[src/rtl/axis_downsizer_pkt.sv]
// Wide-to-narrow AXI4-Stream converter: each input beat is emitted as up to RATIO
// narrow words. Word count and order are programmable, and TLAST is placed on the final word.
module axis_downsizer_pkt #(
  parameter int S_AXIS_TDATA_WIDTH = 128,
  parameter int M_AXIS_TDATA_WIDTH = 32
) (
  input  logic                          aclk,
  input  logic                          areset,
  input  logic [15:0]                   cfg_data,
  input  logic [S_AXIS_TDATA_WIDTH-1:0] s_axis_tdata,
  input  logic                          s_axis_tvalid,
  output logic                          s_axis_tready,
  input  logic                          s_axis_tlast,
  output logic [M_AXIS_TDATA_WIDTH-1:0] m_axis_tdata,
  output logic                          m_axis_tvalid,
  input  logic                          m_axis_tready,
  output logic                          m_axis_tlast
);

  localparam int RATIO      = S_AXIS_TDATA_WIDTH / M_AXIS_TDATA_WIDTH;
  localparam int CNTR_WIDTH = (RATIO > 1) ? $clog2(RATIO) : 1;
  localparam logic [CNTR_WIDTH-1:0] MAX_IDX = CNTR_WIDTH'(RATIO - 1);

  logic [CNTR_WIDTH-1:0]         cntr_q, cntr_d;
  logic [CNTR_WIDTH-1:0]         last_idx_q, last_idx_d;
  logic                          order_q, order_d;
  logic [M_AXIS_TDATA_WIDTH-1:0] tdata_q, tdata_d;
  logic                          tvalid_q, tvalid_d;
  logic                          tlast_q, tlast_d;

  logic [CNTR_WIDTH-1:0]         cfg_idx_s;
  logic [CNTR_WIDTH-1:0]         clamp_idx_s;
  logic [CNTR_WIDTH-1:0]         last_idx_s;
  logic                          order_s;
  logic [CNTR_WIDTH-1:0]         lane_s;
  logic [M_AXIS_TDATA_WIDTH-1:0] word_s;
  logic                          is_last_s;
  logic                          load_en_s;
  logic                          cfg_unused_s;

  assign cfg_idx_s    = cfg_data[CNTR_WIDTH-1:0];
  assign cfg_unused_s = ^cfg_data[14:CNTR_WIDTH];

  // A power-of-two RATIO cannot be exceeded by the index field, so only other ratios clamp.
  if ((1 << CNTR_WIDTH) == RATIO) begin : g_no_clamp
    assign clamp_idx_s = cfg_idx_s;
  end else begin : g_clamp
    assign clamp_idx_s = (cfg_idx_s > MAX_IDX) ? MAX_IDX : cfg_idx_s;
  end

  // Beat parameters: taken live from cfg_data on the first word, then from the latched copy.
  always_comb begin
    if (cntr_q == '0) begin
      last_idx_s = clamp_idx_s;
      order_s    = cfg_data[15];
    end else begin
      last_idx_s = last_idx_q;
      order_s    = order_q;
    end
  end

  // Lane selection and handshake terms.
  always_comb begin
    lane_s        = order_s ? (MAX_IDX - cntr_q) : cntr_q;
    word_s        = s_axis_tdata[int'(lane_s)*M_AXIS_TDATA_WIDTH +: M_AXIS_TDATA_WIDTH];
    is_last_s     = (cntr_q == last_idx_s);
    load_en_s     = ~tvalid_q | m_axis_tready;
    s_axis_tready = is_last_s & load_en_s;
  end

  // Next-state: advance the word counter and refill the output register on each load.
  always_comb begin
    last_idx_d = last_idx_s;
    order_d    = order_s;
    if (s_axis_tvalid && load_en_s) begin
      cntr_d  = is_last_s ? '0 : cntr_q + CNTR_WIDTH'(1);
      tdata_d = word_s;
      tlast_d = is_last_s & s_axis_tlast;
    end else begin
      cntr_d  = cntr_q;
      tdata_d = tdata_q;
      tlast_d = tlast_q;
    end
    if (load_en_s) begin
      tvalid_d = s_axis_tvalid;
    end else begin
      tvalid_d = tvalid_q;
    end
  end

  // State and output registers; reset abandons any partially emitted beat.
  always_ff @(posedge aclk or posedge areset) begin
    if (areset) begin
      cntr_q     <= '0;
      last_idx_q <= '0;
      order_q    <= 1'b0;
      tdata_q    <= '0;
      tvalid_q   <= 1'b0;
      tlast_q    <= 1'b0;
    end else begin
      cntr_q     <= cntr_d;
      last_idx_q <= last_idx_d;
      order_q    <= order_d;
      tdata_q    <= tdata_d;
      tvalid_q   <= tvalid_d;
      tlast_q    <= tlast_d;
    end
  end

  assign m_axis_tdata  = tdata_q;
  assign m_axis_tvalid = tvalid_q;
  assign m_axis_tlast  = tlast_q;

endmodule

[config.mk]
export PLATFORM = sky130hd
export DESIGN_NAME = axis_downsizer_pkt
export DESIGN_NICKNAME = d
export VERILOG_FILES = /design/src/rtl/axis_downsizer_pkt.sv
export SDC_FILE = /design/constraint.sdc
export NUM_CORES = 1
export LEC_CHECK = 0
export CAP_MARGIN = 40
export CORE_MARGIN = 2
export CORE_UTILIZATION = 34
export DETAILED_ROUTE_END_ITERATION = 12
export PLACE_DENSITY = 0.85
export SLEW_MARGIN = 20
export SYNTH_ARGS = -nofsm -noshare
export SYNTH_HDL_FRONTEND = slang
export SYNTH_SLANG_ARGS = --single-unit
[constraint.sdc]
create_clock -name aclk -period 2.72 [get_ports aclk]
set_input_delay 0.816 -clock aclk [delete_from_list [all_inputs] [get_ports aclk]]
set_output_delay 0.816 -clock aclk [all_outputs]
set_load 0.1 [all_outputs]
# Word-level counts from Yosys, hierarchy flattened
# Cells that the tools add are included.
# W data, S select, Z words.
[word_totals] register_bits=39 input_bits=149 out_inout_bits=35
[classes] n_addsub=2 n_eq_ne=1 n_shift=1 mux=4 bitwise=4 n_reduce_logical=2
[ops] op="$shiftx A128 B8 Y32" count=1
[ops] op="$mux W2" count=3
[ops] op="$add A2 B1 Y2 const B" count=1
[ops] op="$and A1 B1 Y1" count=2
[ops] op="$eq A2 B2 Y1" count=1
[ops] op="$logic_not A2 Y1" count=1
[ops] op="$sub A2 B2 Y2 const A" count=1
[ops] op="$logic_and A1 B1 Y1" count=1
[ops] op="$mux W1" count=1
[ops] op="$not A1 Y1" count=1
[ops] op="$or A1 B1 Y1" count=1

# Depth between registers and ports, before layout
[depth] depth_word=4 depth_mapped=7 depth_no_buf=6

# Least setup slack after synthesis
# No wires, ideal clock.
[synth_timing] path_kind="register -> output" from="reg cntr_q[0]" to="out s_axis_tready" arrival_time_ns=2.378 required_time_ns=1.904 slack_ns=-0.474 path_stages_with_launch=7 path_buffers=0 cell_sequence="dfrtp_1 > inv_1 > ha_1 > mux2_2 > and2_0 > nor3_1 > and2_1"
[synth_via] elab_chain_len=4
[synth_lines] element="start: declaration" line_no="24" rtl="logic [CNTR_WIDTH-1:0] cntr_q, cntr_d;"
[synth_lines] element="start signal: assignment" line_no="101" rtl="cntr_q <= cntr_d;"
[synth_lines] element="$logic_not A2 Y1" line_no="53" rtl="if (cntr_q == '0) begin"
[synth_lines] element="$mux W2" line_no="53"
[synth_lines] element="via last_idx_d[0]" line_no="25" rtl="logic [CNTR_WIDTH-1:0] last_idx_q, last_idx_d;"
[synth_lines] element="$eq A2 B2 Y1" line_no="66" rtl="is_last_s = (cntr_q == last_idx_s);"
[synth_lines] element="$and A1 B1 Y1" line_no="68" rtl="s_axis_tready = is_last_s & load_en_s;"
[synth_lines] element="end: declaration" line_no="12" rtl="output logic s_axis_tready,"
# The timed path passes the listed nets, and every way through them passes these cells.

# Worst setup path after layout
[layout_timing] from="reg cntr_q[1]" to="out s_axis_tready"
# Same word-level chain as after synthesis.

==> results.json <==
{
  "outcome": "finished, violations left",
  "violations": "setup timing",
  "reg2reg_to": "m_axis_tdata[15]",
  "p_int_mw": 2.76,
  "fillers": 580,
  "min_to": "m_axis_tdata[28]",
  "post-route-drc-count": 0,
  "worstReg2RegStart": "cntr_q[1]",
  "synthesis.nets": 398,
  "firstDrtPassIters": 4,
  "final_area_um2": 4410,
  "r2r_slack_ns": 0.68,
  "rr_worst_depth": 8,
  "cts_buffers": 5,
  "portBuffers": 170,
  "start_util": 0.354,
  "drt_iter0_markers": 116,
  "htreeDepth": 2,
  "cts-root-buf": "clkbuf_8",
  "track_usage": 0.210,
  "worst_hold_startpoint": "m_axis_tdata[28]",
  "timing.final.hold_violations": 0,
  "synth_flop_cell": "dfrtp_1",
  "wl_per_cell_um": 15.9,
  "place_hpwl_mm": 6.31,
  "p_seq_frac": 0.156,
  "placed_area_um2": 4200,
  "hold_depth": 2,
  "hp-class": "reg2reg",
  "rsz0062_at_grt": "true",
  "final_nets": 575,
  "critPathArrivalTime_ns": 1.91,
  "layout-drive-gt1-share": 0.207,
  "seq_area_um2": 976,
  "via_count": 2723,
  "tightest_slew_ns": 0.461,
  "synth_cell_type_count": 27,
  "synth_enable_flop_cells": 0,
  "clk_pin_slew_ns": 0.08,
  "ctsHoldBuffers": 0,
  "die_w_um": 88.6,
  "core_area_um2": 6870,
  "synth_area_um2": 2430,
  "cts_tree": "yes",
  "fin_crit_ns": 2.73,
  "grt_pass1_wl_mm": 12.8,
  "p_per_area_nw_per_um2": 1480,
  "path_class": "reg2out",
  "critPathMaxFanout": 3,
  "antenna_left": 0,
  "synth_warnings": 0,
  "via_per_inst": 5.22,
  "cts_sinks": 39,
  "clock_skew_ns": 0.00727,
  "cp-end-kind": "primary output",
  "whs_ns": 0.539,
  "slew_headroom": 0.686,
  "synth-seq-cells": 39,
  "synthToLayoutAreaGrowth_pct": 81.5,
  "max_cap_violations": 0,
  "crit_required_ns": 1.90,
  "slew_violations": 0,
  "worst_setup_path_start_kind": "flop",
  "io_pins": 184,
  "avgSynthCellArea_um2": 9.81,
  "tns_ns": -0.00964,
  "p_clk_frac": 0.074,
  "std_cell_rows": 30,
  "antenna_found_initial": 0,
  "die_area_um2": 7850,
  "finalWorstSetupSlack_ns": -0.00964,
  "power.switching_mw": 3.79,
  "grt_pass1_vias": 2727,
  "synth_async_sr_flop_share": 1.00,
  "place.gp.congestion": 0.799,
  "synth_seq_area_share": 0.401,
  "grt_overflow": 0,
  "die_y_um": 88.6,
  "dpl.cell_count": 510,
  "n_antenna_cell": 0,
  "clk_latency_ns": 0.29,
  "final_cells": 522,
  "grt_max_degree": 38,
  "total_leakage_power_nw": 1.76,
  "syn_inst": 248,
  "cts.path.max_buffers": 2,
  "wirelength_mm": 8.32,
  "sw_frac_of_total": 0.579,
  "ir_worst_vdd_uv": 809,
  "multi_input_comb_area_um2": 1350,
  "fmax_ghz": 0.366,
  "post-route-period-util": 1.00,
  "dp_slack_ns": -0.297,
  "power_frac_comb": 0.770,
  "setup_viol": 1
}
kinds of logic (layout without fill, tap and decap cells):
group,count (synthesis),after routing,synth area share
buffers and inverters,26,204,0.0751
and+or+nand+nor,42,42,0.0715
AOI/OAI and AO/OA,100,100,0.258
adders and majority gates,1,1,0.00514
DFF,39,39,0.401
xor gates and xnor gates,5,5,0.0257
muxes,35,35,0.163
worst max path at each step:
stage,startpoint,end,slack (ns),depth (start not counted)
floorplan,cntr_q[0],s_axis_tready,0.005,6
global placement,cfg_data[0],s_axis_tready,-0.31,6
detailed placement,cfg_data[0],s_axis_tready,-0.30,6
CTS,cntr_q[1],s_axis_tready,-0.0004,7
global route,cntr_q[1],s_axis_tready,-0.1,7
finish,cntr_q[1],s_axis_tready,-0.01,7
critical path: stages (launching register included):
cell     delay [ns]
dfrtp_1        0.40
inv_2          0.09
ha_4           0.17
mux2_4         0.34
xnor2_4        0.17
nor3_4         0.13
and2_4         0.17
buf_12         0.16
layout make-up:
type,count,share of cell area
timing repair buffer,192,0.416
tap,96,0.0272
clock inverter,3,0.00992
sequential,39,0.221
clock buffer,5,0.0156
inverter,4,0.00340
multi-input combinational,183,0.307
flip-flops by register name, summed over array words and instances (netlist names):
register	cells
cntr_q	2
m_axis_tlast	1
order_q	1
m_axis_tvalid	1
last_idx_q	2
m_axis_tdata	32
cells in the mapped netlist (2+ instances only):
cell	number	share of area
nand2b_1	2	0.0051
nor2_1	33	0.051
mux2_1	25	0.12
dfrtp_1	39	0.40
buf_8	3	0.019
o221ai_1	32	0.12
mux2_2	9	0.042
nand2_1	2	0.0031
buf_4	2	0.0062
xnor2_1	4	0.014
buf_2	8	0.016
buf_6	4	0.019
inv_1	3	0.0046
clkbuf_1	4	0.0062
and2_1	3	0.0077
a21oi_1	64	0.13
per-layer routing:
metal,GRT usage,routed length [um]
met2,0.383,4280
met5,0,0
met1,0.239,3210
met4,0.0551,89
met3,0.0597,743
stage by stage:
stage                util  power [mW]
finish              0.643        6.55
global route        0.643        6.91
CTS                 0.639        6.57
detailed placement  0.612        5.93
global placement    0.612        5.87
floorplan               -        4.81
cell usage in the layout (no fill, tap or decap), types with 3 or more instances in the layout:
cell type	n
a21oi_1	64
buf_12	3
buf_4	53
clkbuf_8	5
clkdlybuf4s50_1	133
dfrtp_1	39
mux2_1	25
mux2_2	7
nor2_1	32
o221ai_1	32
xnor2_2	3
power by group through the flow:
stage               combinational (mW)  sequential [mW]  clock (mW)
finish                            5.04             1.02       0.488
global route                      5.32             1.06       0.527
CTS                               5.05             1.02       0.499
detailed placement                4.90             1.03           0
global placement                  4.86             1.01           0
floorplan                         2.00             2.81           0
what timing repair did:
action | in CTS | in global routing
endpoints found under the hold margin | 0 | 0
setup buffers | 3 | 0
resized for setup | 14 | 0
setup endpoints to repair | 1 | 1
pin swaps | 5 | 0
No activity file was read; power rests on OpenSTA's default activity.
